<file path="src/rtl/adder_arbiter.sv">
// adder_arbiter: round-robin sequencer that shares one external signed Adder
// between NREQ requesters. One operand pair is accepted per grant, driven to
// the Adder from registers, and the sum is sampled ADDER_LAT cycles later and
// returned to the granted requester with a valid/ready handshake.
// Optional feature: define ADDER_ARB_OVF_EN to add the rsp_ovf signed-overflow
// output, registered alongside rsp_data.
module adder_arbiter #(
  parameter int NREQ      = 4,
  parameter int W         = 32,
  parameter int ADDER_LAT = 0
) (
  input  logic              sys_clk,
  input  logic              sys_rst_n,
  input  logic [NREQ-1:0]   req_valid,
  input  logic [NREQ*W-1:0] req_in_0,
  input  logic [NREQ*W-1:0] req_in_1,
  output logic [NREQ-1:0]   req_ready,
  output logic [W-1:0]      adder_in_0,
  output logic [W-1:0]      adder_in_1,
  input  logic [W-1:0]      adder_out,
  output logic [NREQ-1:0]   rsp_valid,
  output logic [W-1:0]      rsp_data,
  input  logic [NREQ-1:0]   rsp_ready
`ifdef ADDER_ARB_OVF_EN
  ,
  output logic              rsp_ovf
`endif
);

  localparam int GW = (NREQ > 1) ? $clog2(NREQ) : 1;
  localparam int CW = $clog2(ADDER_LAT + 2);
  localparam logic [GW-1:0] LAST_RST = GW'(NREQ - 1);
  localparam logic [CW-1:0] LAT_C    = CW'(ADDER_LAT);
  localparam logic [GW:0]   NREQ_C   = (GW+1)'(NREQ);

  localparam logic [1:0] ST_IDLE = 2'd0;
  localparam logic [1:0] ST_WAIT = 2'd1;
  localparam logic [1:0] ST_RESP = 2'd2;

  logic [1:0]      state_r;
  logic [CW-1:0]   cnt_r;
  logic [GW-1:0]   grant_r;
  logic [GW-1:0]   last_grant_r;
  logic [W-1:0]    adder_in_0_r;
  logic [W-1:0]    adder_in_1_r;
  logic [NREQ-1:0] rsp_valid_r;
  logic [W-1:0]    rsp_data_r;

  logic [GW-1:0]   pick_s;
  logic            pick_hit_s;
  logic            accept_s;
  logic            hs_s;
  logic [NREQ-1:0] req_ready_s;

  // Round-robin pick: scan from farthest to nearest so the requester closest
  // after last_grant overwrites any farther candidate.
  always_comb begin
    logic [GW:0]   sum;
    logic [GW-1:0] cand;
    pick_s     = last_grant_r;
    pick_hit_s = 1'b0;
    sum        = '0;
    cand       = '0;
    for (int k = NREQ; k >= 1; k--) begin
      sum = {1'b0, last_grant_r} + (GW+1)'(k);
      if (sum >= NREQ_C) begin
        sum = sum - NREQ_C;
      end else begin
        sum = sum;
      end
      cand = sum[GW-1:0];
      if (req_valid[cand]) begin
        pick_s     = cand;
        pick_hit_s = 1'b1;
      end else begin
        pick_s     = pick_s;
      end
    end
  end

  // Accept pulse in IDLE, masked while reset is held so outputs stay at zero.
  always_comb begin
    accept_s = (state_r == ST_IDLE) && pick_hit_s && sys_rst_n;
    hs_s     = (state_r == ST_RESP) && rsp_ready[grant_r];
    if (accept_s) begin
      req_ready_s = NREQ'(1'b1) << pick_s;
    end else begin
      req_ready_s = '0;
    end
  end

  // Sequencer: grant, wait out the Adder latency, then hold the response.
  always_ff @(posedge sys_clk or negedge sys_rst_n) begin
    if (!sys_rst_n) begin
      state_r      <= ST_IDLE;
      cnt_r        <= '0;
      grant_r      <= '0;
      last_grant_r <= LAST_RST;
      adder_in_0_r <= '0;
      adder_in_1_r <= '0;
      rsp_valid_r  <= '0;
      rsp_data_r   <= '0;
    end else begin
      case (state_r)
        ST_IDLE: begin
          if (accept_s) begin
            grant_r      <= pick_s;
            adder_in_0_r <= req_in_0[pick_s*W +: W];
            adder_in_1_r <= req_in_1[pick_s*W +: W];
            cnt_r        <= '0;
            state_r      <= ST_WAIT;
          end
        end
        ST_WAIT: begin
          if (cnt_r == LAT_C) begin
            rsp_data_r  <= adder_out;
            rsp_valid_r <= NREQ'(1'b1) << grant_r;
            state_r     <= ST_RESP;
          end else begin
            cnt_r <= cnt_r + CW'(1);
          end
        end
        ST_RESP: begin
          if (hs_s) begin
            rsp_valid_r  <= '0;
            last_grant_r <= grant_r;
            state_r      <= ST_IDLE;
          end
        end
        default: begin
          state_r     <= ST_IDLE;
          rsp_valid_r <= '0;
        end
      endcase
    end
  end

`ifdef ADDER_ARB_OVF_EN
  logic ovf_r;

  // Signed overflow: equal operand signs but result sign differs.
  always_ff @(posedge sys_clk or negedge sys_rst_n) begin
    if (!sys_rst_n) begin
      ovf_r <= 1'b0;
    end else if ((state_r == ST_WAIT) && (cnt_r == LAT_C)) begin
      ovf_r <= (adder_in_0_r[W-1] == adder_in_1_r[W-1]) &&
               (adder_out[W-1] != adder_in_0_r[W-1]);
    end else if (hs_s) begin
      ovf_r <= 1'b0;
    end
  end

  assign rsp_ovf = ovf_r;
`endif

  assign req_ready  = req_ready_s;
  assign adder_in_0 = adder_in_0_r;
  assign adder_in_1 = adder_in_1_r;
  assign rsp_valid  = rsp_valid_r;
  assign rsp_data   = rsp_data_r;

endmodule
</file>
<file path="config.mk">
export PLATFORM = sky130hd
export DESIGN_NAME = adder_arbiter
export DESIGN_NICKNAME = d
export VERILOG_FILES = /design/src/rtl/adder_arbiter.sv
export SDC_FILE = /design/constraint.sdc
export NUM_CORES = 1
export LEC_CHECK = 0
export BUFFER_PORTS_ARGS = -buffer_cell sky130_fd_sc_hd__buf_2
export CAP_MARGIN = 0
export CORE_AREA = 2 2 156 158
export CTS_CLUSTER_DIAMETER = 150
export DETAILED_ROUTE_END_ITERATION = 7
export DIE_AREA = 0 0 158 160
export SETUP_SLACK_MARGIN = 0.02
export SYNTH_ARGS = -nofsm -noshare
export SYNTH_HDL_FRONTEND = slang
export SYNTH_SLANG_ARGS = --single-unit
</file>
<file path="constraint.sdc">
create_clock -name sys_clk -period 2.3 [get_ports sys_clk]
set_clock_uncertainty 0.2 [all_clocks]
set_input_delay 0.23 -clock sys_clk [delete_from_list [all_inputs] [get_ports sys_clk]]
set_output_delay 0.23 -clock sys_clk [all_outputs]
set_load 0.03 [all_outputs]
</file>
==> results of run 1 <==
## power breakdown
| group | internal, mW | leakage, nW | total [mW] | switching [mW] |
|---|---|---|---|---|
| sequential | 2.78 | 1.22 | 3.28 | 0.499 |
| combinational | 3.34 | 3.51 | 7.88 | 4.54 |
| clock | 0.783 | 0.138 | 1.54 | 0.759 |
## through the flow
step	hold WS, ps	power (mW)
finish	15.3	12.7
global route	23.7	13.5
CTS	3.74	12.3
detailed placement	224	10.2
global placement	214	10.1
floorplan	-266	7.93
## repair_timing
| action | 4_1_cts | 5_1_grt |
|---|---|---|
| hold buffers | 51 | 0 |
| gates cloned | 3 | 4 |
| gates resized for setup | 33 | 56 |
| setup buffers | 13 | 2 |
| pin swaps | 11 | 18 |
| hold endpoints to repair | 153 | 0 |
| setup endpoints to repair | 51 | 68 |
## cells in the mapped netlist, types with 2 or more instances
cell / n
a31oi_1: 18
o21a_1: 47
and2_1: 2
a21oi_1: 2
clkbuf_1: 22
buf_4: 7
nor2_1: 21
nand3b_1: 3
nand2b_1: 2
o21ai_0: 5
nand2_1: 104
buf_1: 3
nand3_1: 18
dfrtp_1: 104
o31ai_1: 2
a22oi_1: 64
buf_6: 7
dfstp_2: 2
mux2i_1: 96
mux2_2: 19
nor2b_1: 6
buf_2: 7
## path summary, 6_finish.rpt
path	start	endpoint	slack, ps	cells past startpoint
worst max-delay path	last_grant_r[1]	adder_in_1[12]	-40	8
worst min-delay path	req_in_1[21]	adder_in_1[21]	20	3
worst max register to register	last_grant_r[1]	adder_in_1[12]	-40	8
worst min register to register	rsp_data[28]	rsp_data[28]	270	2
max in group asynchronous	sys_rst_n	adder_in_0[7]	990	3
min in group asynchronous	sys_rst_n	adder_in_1[26]	300	3
## sequential cells by signal, summed over array words and instances (netlist names)
signal	flops
adder_in_0	32
adder_in_1	32
grant_r	2
last_grant_r	2
rsp_data	32
rsp_valid	4
state_r	2
## area by class of cell
| cell class | count | area (um^2) | share of cell area |
|---|---|---|---|
| Tap cell | 324 | 405 | 0.0410 |
| Timing Repair Buffer | 506 | 3280 | 0.332 |
| Inverter | 2 | 10.0 | 0.00101 |
| Sequential cell | 106 | 2660 | 0.269 |
| Antenna cell | 3 | 7.51 | 0.000759 |
| Clock buffer | 11 | 243 | 0.0246 |
| Clock inverter | 5 | 42.5 | 0.00430 |
| Multi-Input combinational cell | 420 | 3240 | 0.328 |
## logic make-up after synthesis
kind of cell / after synthesis / share of synthesized area
buffers and inverters: 48 / 0.0458
and+or+nand+nor: 162 / 0.119
muxes: 116 / 0.205
AOI/OAI and AO/OA: 142 / 0.177
DFF: 106 / 0.454
## worst reg2reg max path, stage by stage, from the launching register on
cell and delay (ps):
dfstp_2 590, buf_6 130, nor2b_4 40, o31ai_4 250, buf_6 200, clkbuf_16 210
mux2i_1 340, a22oi_1 140, o21a_1 130
## placed cells by master (no fill, tap or decap), drive strengths merged, types with 3 or more instances in the layout
master,instances
nor2,21
bufbuf,3
mux2,19
inv,6
o21ai,5
diode,3
dfrtp,104
dlygate4sd3,51
a22oi,64
o21a,47
a31oi,18
mux2i,96
buf,448
nor2b,6
clkbuf,15
o31ai,3
nand2,104
nand3b,3
nand3,19
## routing by layer
metal / up-vias / part of all wire
met2: 265 / 0.49
met5: - / 0.0010
met4: 4 / 0.025
met1: 2982 / 0.42
li1: 3037 / -
met3: 41 / 0.069
==> flow_summary.toml, run 1 <==
[critical_path]
end_kind = "flop"
path_buf_inv = 3
crit_type = "flop to flop"
crit_top_cell = "buf_6"
cp_max_fo = 10
crit_slowest_cell = "dfstp_2"
cpPeakStageDelay_ps = 590
worstPathRequired_ps = 2340
critical-path-top-delay-family = "flip-flops"
crit_arrival_ps = 2380
path_cells = "buf_6, nor2b_4, o31ai_4, buf_6, clkbuf_16, mux2i_1, a22oi_1, o21a_1"
cp-start-kind = "flop"

[die]
num_io_pins = 402
die_w_um = 158
coreArea_um2 = 23800
die_y_um = 160
die-area_um2 = 25300
start_util = 0.245
rows = 57

[route]
detail-route-antenna-nets = 0
routedWlPerCell_um = 17.4
drt_iter0_markers = 311
drc_errors = 0
num_vias = 6329
dr.pass1.iters = 4
vias_per_cell = 4.60
wl_mm = 24.0

[timing]
rsz0062_at_grt = "true"
fin_tns_setup_ps = -371
finalCritPeriodShare = 1.02
hold_viol_final = 0
max_slew_margin = 0.528
setup_ws_ps = -42.4
fmax_mhz = 427
worst_pin_slew_ps = 708
min_period_ps = 2340
final_max_slew_viol_count = 0
setup_viol = 21

[cts]
h-tree-depth = 3
numCtsBuffers = 9
clock_sinks = 106
path_clk_slew_ps = 80
root_buffer = "clkbuf_16"
clkLatencyLatePin_ps = 350
cts_tree = "built"
cts_buffer_depth = 2

[outcome]
violations = "negative setup slack"
status = "finished, violations left"

[power]
p_leak_nw = 4.87
p_per_area_nw_per_um2 = 1280
irDropWorstVdd_mv = 0.617

[global_routing]
grt_max_degree = 107
grt_pass1_wl_mm = 34.6
antenna_found_initial = 5
top_usage_layer = "met2"
grt_use_met2 = 0.302
grtUsageTotal = 0.178
use_met3 = 0.0366
grt.met1_usage = 0.223
grt_overflow = 0
grt_pass1_vias = 6346

[placement]
dpl_cell_area_um2 = 8410
gp_congestion = 0.905
pre_cts_slack_ps = -66.1
place_hpwl_mm = 16.6
placedCellCount = 1287
port_buffers = 401

[logic_synthesis]
synth.top_cell.area_share = 0.445
avgSynthCellArea_um2 = 10.2
syn_inst = 574
netlist_area_um2 = 5850
synth_flop_cell = "dfrtp_1"
synth_warnings = 0
synth-edff-count = 0
yosysSeqAreaShare = 0.454
synth_cell_type_count = 35
synth.area.top_cells = "dfrtp_1 45%, mux2i_1 16%, a22oi_1 8.2%, nand2_1 6.7%, o21a_1 6.0%"
ys_async_sr_fraction = 1.00
ys_seq_elements = 106
synth_top_area_cell = "dfrtp_1"
syn_nets = 872

[final_layout]
drive_above_1_share = 0.515
stdcell_area_um2 = 9890
area_growth_pct = 69.1
final_core_util = 0.415
stdcell_count = 1377
fill_cells = 2390
nets = 1343

[flow_run]
maxCapViolCount = 0

[worst_hold_path]
holdCritPathClass = "input pin to flop"
No activity file was read; power rests on OpenSTA's default activity.
==> run 2, diff against run 1 <==
GPL_TIMING_DRIVEN = 1   (was default)
PLACE_DENSITY_LB_ADDON = 0.25   (was default)
==> flow_summary.toml, run 2 (synthesized netlist as in run 1, its figures left out) <==
[outcome]
status = "finished, violations left"
violations = "negative setup slack"

[critical_path]
crit_type = "flop to primary output"
r2r_slack_ps = -60
path_buf_inv = 4
path_cells = "buf_6, nor2b_4, o21ai_1, buf_4, a31oi_4, buf_12, nor2b_4, buf_6"
crit_arrival_ps = 1970
cpPeakStageDelay_ps = 540
cp-start-kind = "flop"
ff2ff_path_depth = 10
end_kind = "primary output"
critical-path-top-delay-family = "flip-flops"
rr_endpoint = "adder_in_0[25]"
crit_slowest_cell = "dfstp_2"
r2r-start = "last_grant_r[0]"
cp_max_fo = 6
worstPathRequired_ps = 1870

[route]
detail-route-antenna-nets = 0
drt_iter0_markers = 251
wl_mm = 25.3
dr.pass1.iters = 4
routedWlPerCell_um = 18.0
drc_errors = 0
num_vias = 6473
vias_per_cell = 4.60

[die]
coreArea_um2 = 23800
die_w_um = 158
start_util = 0.245
rows = 57
die_y_um = 160
num_io_pins = 402
die-area_um2 = 25300

[timing]
rsz0062_at_grt = "true"
min_period_ps = 2400
max_slew_margin = 0.603
fmax_mhz = 417
setup_viol = 38
worst_pin_slew_ps = 595
setup_ws_ps = -99.9
holdWs_ps = 12.3
hold_viol_final = 0
final_max_slew_viol_count = 0
finalCritPeriodShare = 1.04

[final_layout]
fill_cells = 2369
final_common_cell = "buf_2"
final_cell_mix = "397 x buf_2, 104 x dfrtp_1, 103 x nand2_1"
nets = 1368
area_growth_pct = 76.7
drive_above_1_share = 0.552

[cts]
path_clk_slew_ps = 80
clock_sinks = 106
numCtsBuffers = 9
h-tree-depth = 3
root_buffer = "clkbuf_16"
cts_buffer_depth = 2
clkLatencyLatePin_ps = 360
cts_tree = "built"

[worst_hold_path]
min_from = "req_in_0[15]"
holdPathEnd = "adder_in_0[15]"
whs_path_depth = 3
holdCritPathClass = "input pin to flop"

[global_routing]
grt_overflow = 0
grt_pass1_vias = 6696
grtUsageTotal = 0.193
grt_max_degree = 107
antenna_found_initial = 8
grt_pass1_wl_mm = 37.2

[flow_run]
maxCapViolCount = 0

[placement]
gp_congestion = 0.822
place_hpwl_mm = 17.3
port_buffers = 401

[power]
p_leak_nw = 5.04
power_mw = 13.3
irDropWorstVdd_mv = 0.617
p_per_area_nw_per_um2 = 1290
## run 2: tightest hold or removal path, stage by stage
cell     delay, ps
buf_2           80
a22oi_2         60
a31oi_1        150
## run 2: worst max-delay path by stage
stage | from | end | slack (ps) | depth (start not counted)
final | last_grant_r[0] | req_ready[3] | -100 | 8
after global routing | last_grant_r[1] | req_ready[3] | -190 | 7
after CTS | last_grant_r[1] | req_ready[2] | -110 | 7
after detailed placement | last_grant_r[0] | adder_in_1[14] | -160 | 7
after global placement | last_grant_r[0] | adder_in_1[14] | -130 | 7
after floorplan | last_grant_r[1] | req_ready[3] | 20 | 7
## run 2: cell type report
cell class | instances | area (um^2) | share of cell area
Tap cell | 324 | 405 | 0.0392
Clock inverter | 4 | 40.0 | 0.00388
Multi-Input combinational cell | 420 | 3400 | 0.330
Sequential cell | 106 | 2660 | 0.257
Antenna cell | 7 | 17.5 | 0.00170
Clock buffer | 12 | 267 | 0.0258
Timing Repair Buffer | 531 | 3530 | 0.342
Inverter | 2 | 7.51 | 0.000727
## run 2: what timing repair did
item                                   CTS  global route
hold buffers                            55             0
endpoints found under the hold margin  153             0
setup endpoints to repair               62            68
pin swaps                               11            28
cloned                                   8             0
gates resized for setup                 68            66
setup buffers                           22             3
## run 2: report_power, final
group / switching [mW] / internal, mW / total, mW
sequential: 0.494 / 2.78 / 3.27
clock: 0.790 / 0.848 / 1.64
combinational: 4.75 / 3.67 / 8.42
total: 6.03 / 7.29 / 13.3
## run 2: stage by stage
stage	instance area (um^2)	instances	worst slack (ps)	util	TNS [ps]
after global placement	8500	1298	-131	0.357	-1790
after detailed placement	8500	1298	-156	0.357	-4390
after CTS	10000	1398	-115	0.422	-1080
final	10300	1406	-99.9	0.434	-1180
after floorplan	5870	574	15.7	-	0
after global routing	10300	1403	-189	0.433	-5850
## run 2: per-layer routing
metal  track usage  share of wire
met4        0.0602          0.022
met5             0        0.00051
met2         0.336           0.50
met3        0.0556          0.072
met1         0.227           0.40
==> run 3, diff against run 2 <==
CELL_PAD_IN_SITES_DETAIL_PLACEMENT = 1   (was default)
CELL_PAD_IN_SITES_GLOBAL_PLACEMENT = 1   (was default)
CORE_AREA = 2 2 155 157   (was 2 2 156 158)
DIE_AREA = 0 0 157 159   (was 0 0 158 160)
==> flow_summary.toml, run 3 (synthesized netlist as in run 1, its figures left out) <==
[cts]
cts_buffer_depth = 2
h-tree-depth = 3
numCtsBuffers = 9
path_clk_slew_ps = 90
clkLatencyLatePin_ps = 360
clock_sinks = 106
cts_tree = "built"
root_buffer = "clkbuf_16"

[route]
routedWlPerCell_um = 19.4
vias_per_cell = 4.68
wl_met3_mm = 1.75
num_vias = 6531
wl_mm = 27.1
detail-route-antenna-nets = 0
drc_errors = 0
dr.pass1.iters = 4
wl_met2_mm = 14.3
top_layer = "met5"
drt_iter0_markers = 186
drt-met1-wl_mm = 10.6

[outcome]
violations = "negative setup slack"
status = "finished, violations left"

[critical_path]
ff2ff_path_depth = 7
cpPeakStageDelay_ps = 540
rr_endpoint = "adder_in_1[18]"
cp_max_fo = 5
crit_type = "flop to primary output"
path_cells = "and3b_2, o31ai_4, buf_12, buf_16, and2_4, buf_6"
crit_slowest_cell = "dfstp_2"
end_kind = "primary output"
r2r-start = "last_grant_r[0]"
r2r_slack_ps = -90
cp-start-kind = "flop"
crit_arrival_ps = 1980
worstPathRequired_ps = 1870

[placement]
gp_congestion = 0.827
placedCellCount = 1282
place_hpwl_mm = 18.7
port_buffers = 401

[timing]
finalCritPeriodShare = 1.05
fmax_mhz = 415
max_slew_margin = 0.459
hold_viol_final = 0
final_max_slew_viol_count = 0
holdWs_ps = 0.547
rsz0062_at_grt = "true"
min_period_ps = 2410
setup_ws_ps = -110
worst_pin_slew_ps = 811
setup_viol = 30

[power]
p_per_area_nw_per_um2 = 1290
power_mw = 13.4
p_leak_nw = 5.00
irDropWorstVdd_mv = 0.514

[final_layout]
stdcell_count = 1397
final_cell_mix = "396 x buf_2, 104 x nand2_1, 103 x dfrtp_1"
area_growth_pct = 77.1
nets = 1365
final_common_cell = "buf_2"
fill_cells = 2672
drive_above_1_share = 0.540
multi_input_area_um2 = 3350
seq_area_um2 = 2660

[worst_hold_path]
holdPathEnd = "adder_in_1[26]"
holdCritPathClass = "input pin to flop"
min_from = "req_in_1[26]"
whs_path_depth = 3

[die]
die_y_um = 159
start_util = 0.252
num_io_pins = 402
rows = 56
die_w_um = 157
coreArea_um2 = 23200
die-area_um2 = 25000

[global_routing]
grtUsageTotal = 0.205
grt_overflow = 0
grt_max_degree = 60
grt_pass1_vias = 6770
antenna_found_initial = 8
grt_pass1_wl_mm = 39.2

[flow_run]
maxCapViolCount = 0
run 3: cell types whose count changed in the layout (fill, tap and decap cells not counted), sizes merged:
cell / delta
clkbuf: +4
clkinv: +3
buf: -14
diode: -1
dlygate4sd3: +4
run 3: how the worst max path moves through the flow:
| stage | endpoint | cells past startpoint | startpoint |
|---|---|---|---|
| after floorplan | req_ready[3] | 7 | last_grant_r[1] |
| after CTS | req_ready[3] | 7 | last_grant_r[1] |
| after global placement | adder_in_1[14] | 7 | last_grant_r[0] |
| after global routing | req_ready[3] | 7 | last_grant_r[1] |
| final | req_ready[1] | 6 | last_grant_r[0] |
| after detailed placement | adder_in_1[14] | 7 | last_grant_r[0] |
run 3: through the flow:
step                      TNS, ps  setup slack [ps]  area [um^2]   util
after floorplan                 0              15.7         5870      -
after global placement      -8.87             -8.87         8410  0.363
after detailed placement    -27.6             -27.6         8410  0.363
after CTS                   -2000              -118         9800  0.422
after global routing        -6340              -204        10400  0.446
final                       -1510              -110        10400  0.446
run 3: layout make-up:
| type | count | share of cell area |
|---|---|---|
| repair buffers | 528 | 0.349 |
| clock buffers | 9 | 0.0217 |
| clock inverters | 7 | 0.00882 |
| flip-flops and latches | 106 | 0.257 |
| multi-input cells | 420 | 0.324 |
| inverters | 2 | 0.000725 |
| diodes | 6 | 0.00145 |
| well taps | 319 | 0.0385 |
run 3: repair_timing:
action	4_1_cts	5_1_grt
resized for setup	55	66
hold buffers	59	0
setup endpoints to repair	6	67
setup buffers	16	5
cloned	4	10
endpoints found under the hold margin	153	0
pin swaps	9	8
run 3: per-layer routing:
layer / track usage / vias up
li1: - / 3076
met1: 0.235 / 3182
met2: 0.368 / 240
met3: 0.0544 / 29
met4: 0.0617 / 4
met5: 0 / -
run 3: worst max-delay path, delay by kind of cell, from the launching register on:
| kind | cells | cell delay, ps |
|---|---|---|
| flops | 1 | 540 |
| buf+inv | 3 | 410 |
| simple gates | 2 | 360 |
| compound gates | 1 | 290 |
run 3: power by group:
| part | switching (mW) | internal, mW | leakage [nW] |
|---|---|---|---|
| combinational | 4.78 | 3.68 | 3.62 |
| clock | 0.860 | 0.787 | 0.152 |
| sequential | 0.476 | 2.78 | 1.22 |
| total | 6.12 | 7.24 | 5.00 |
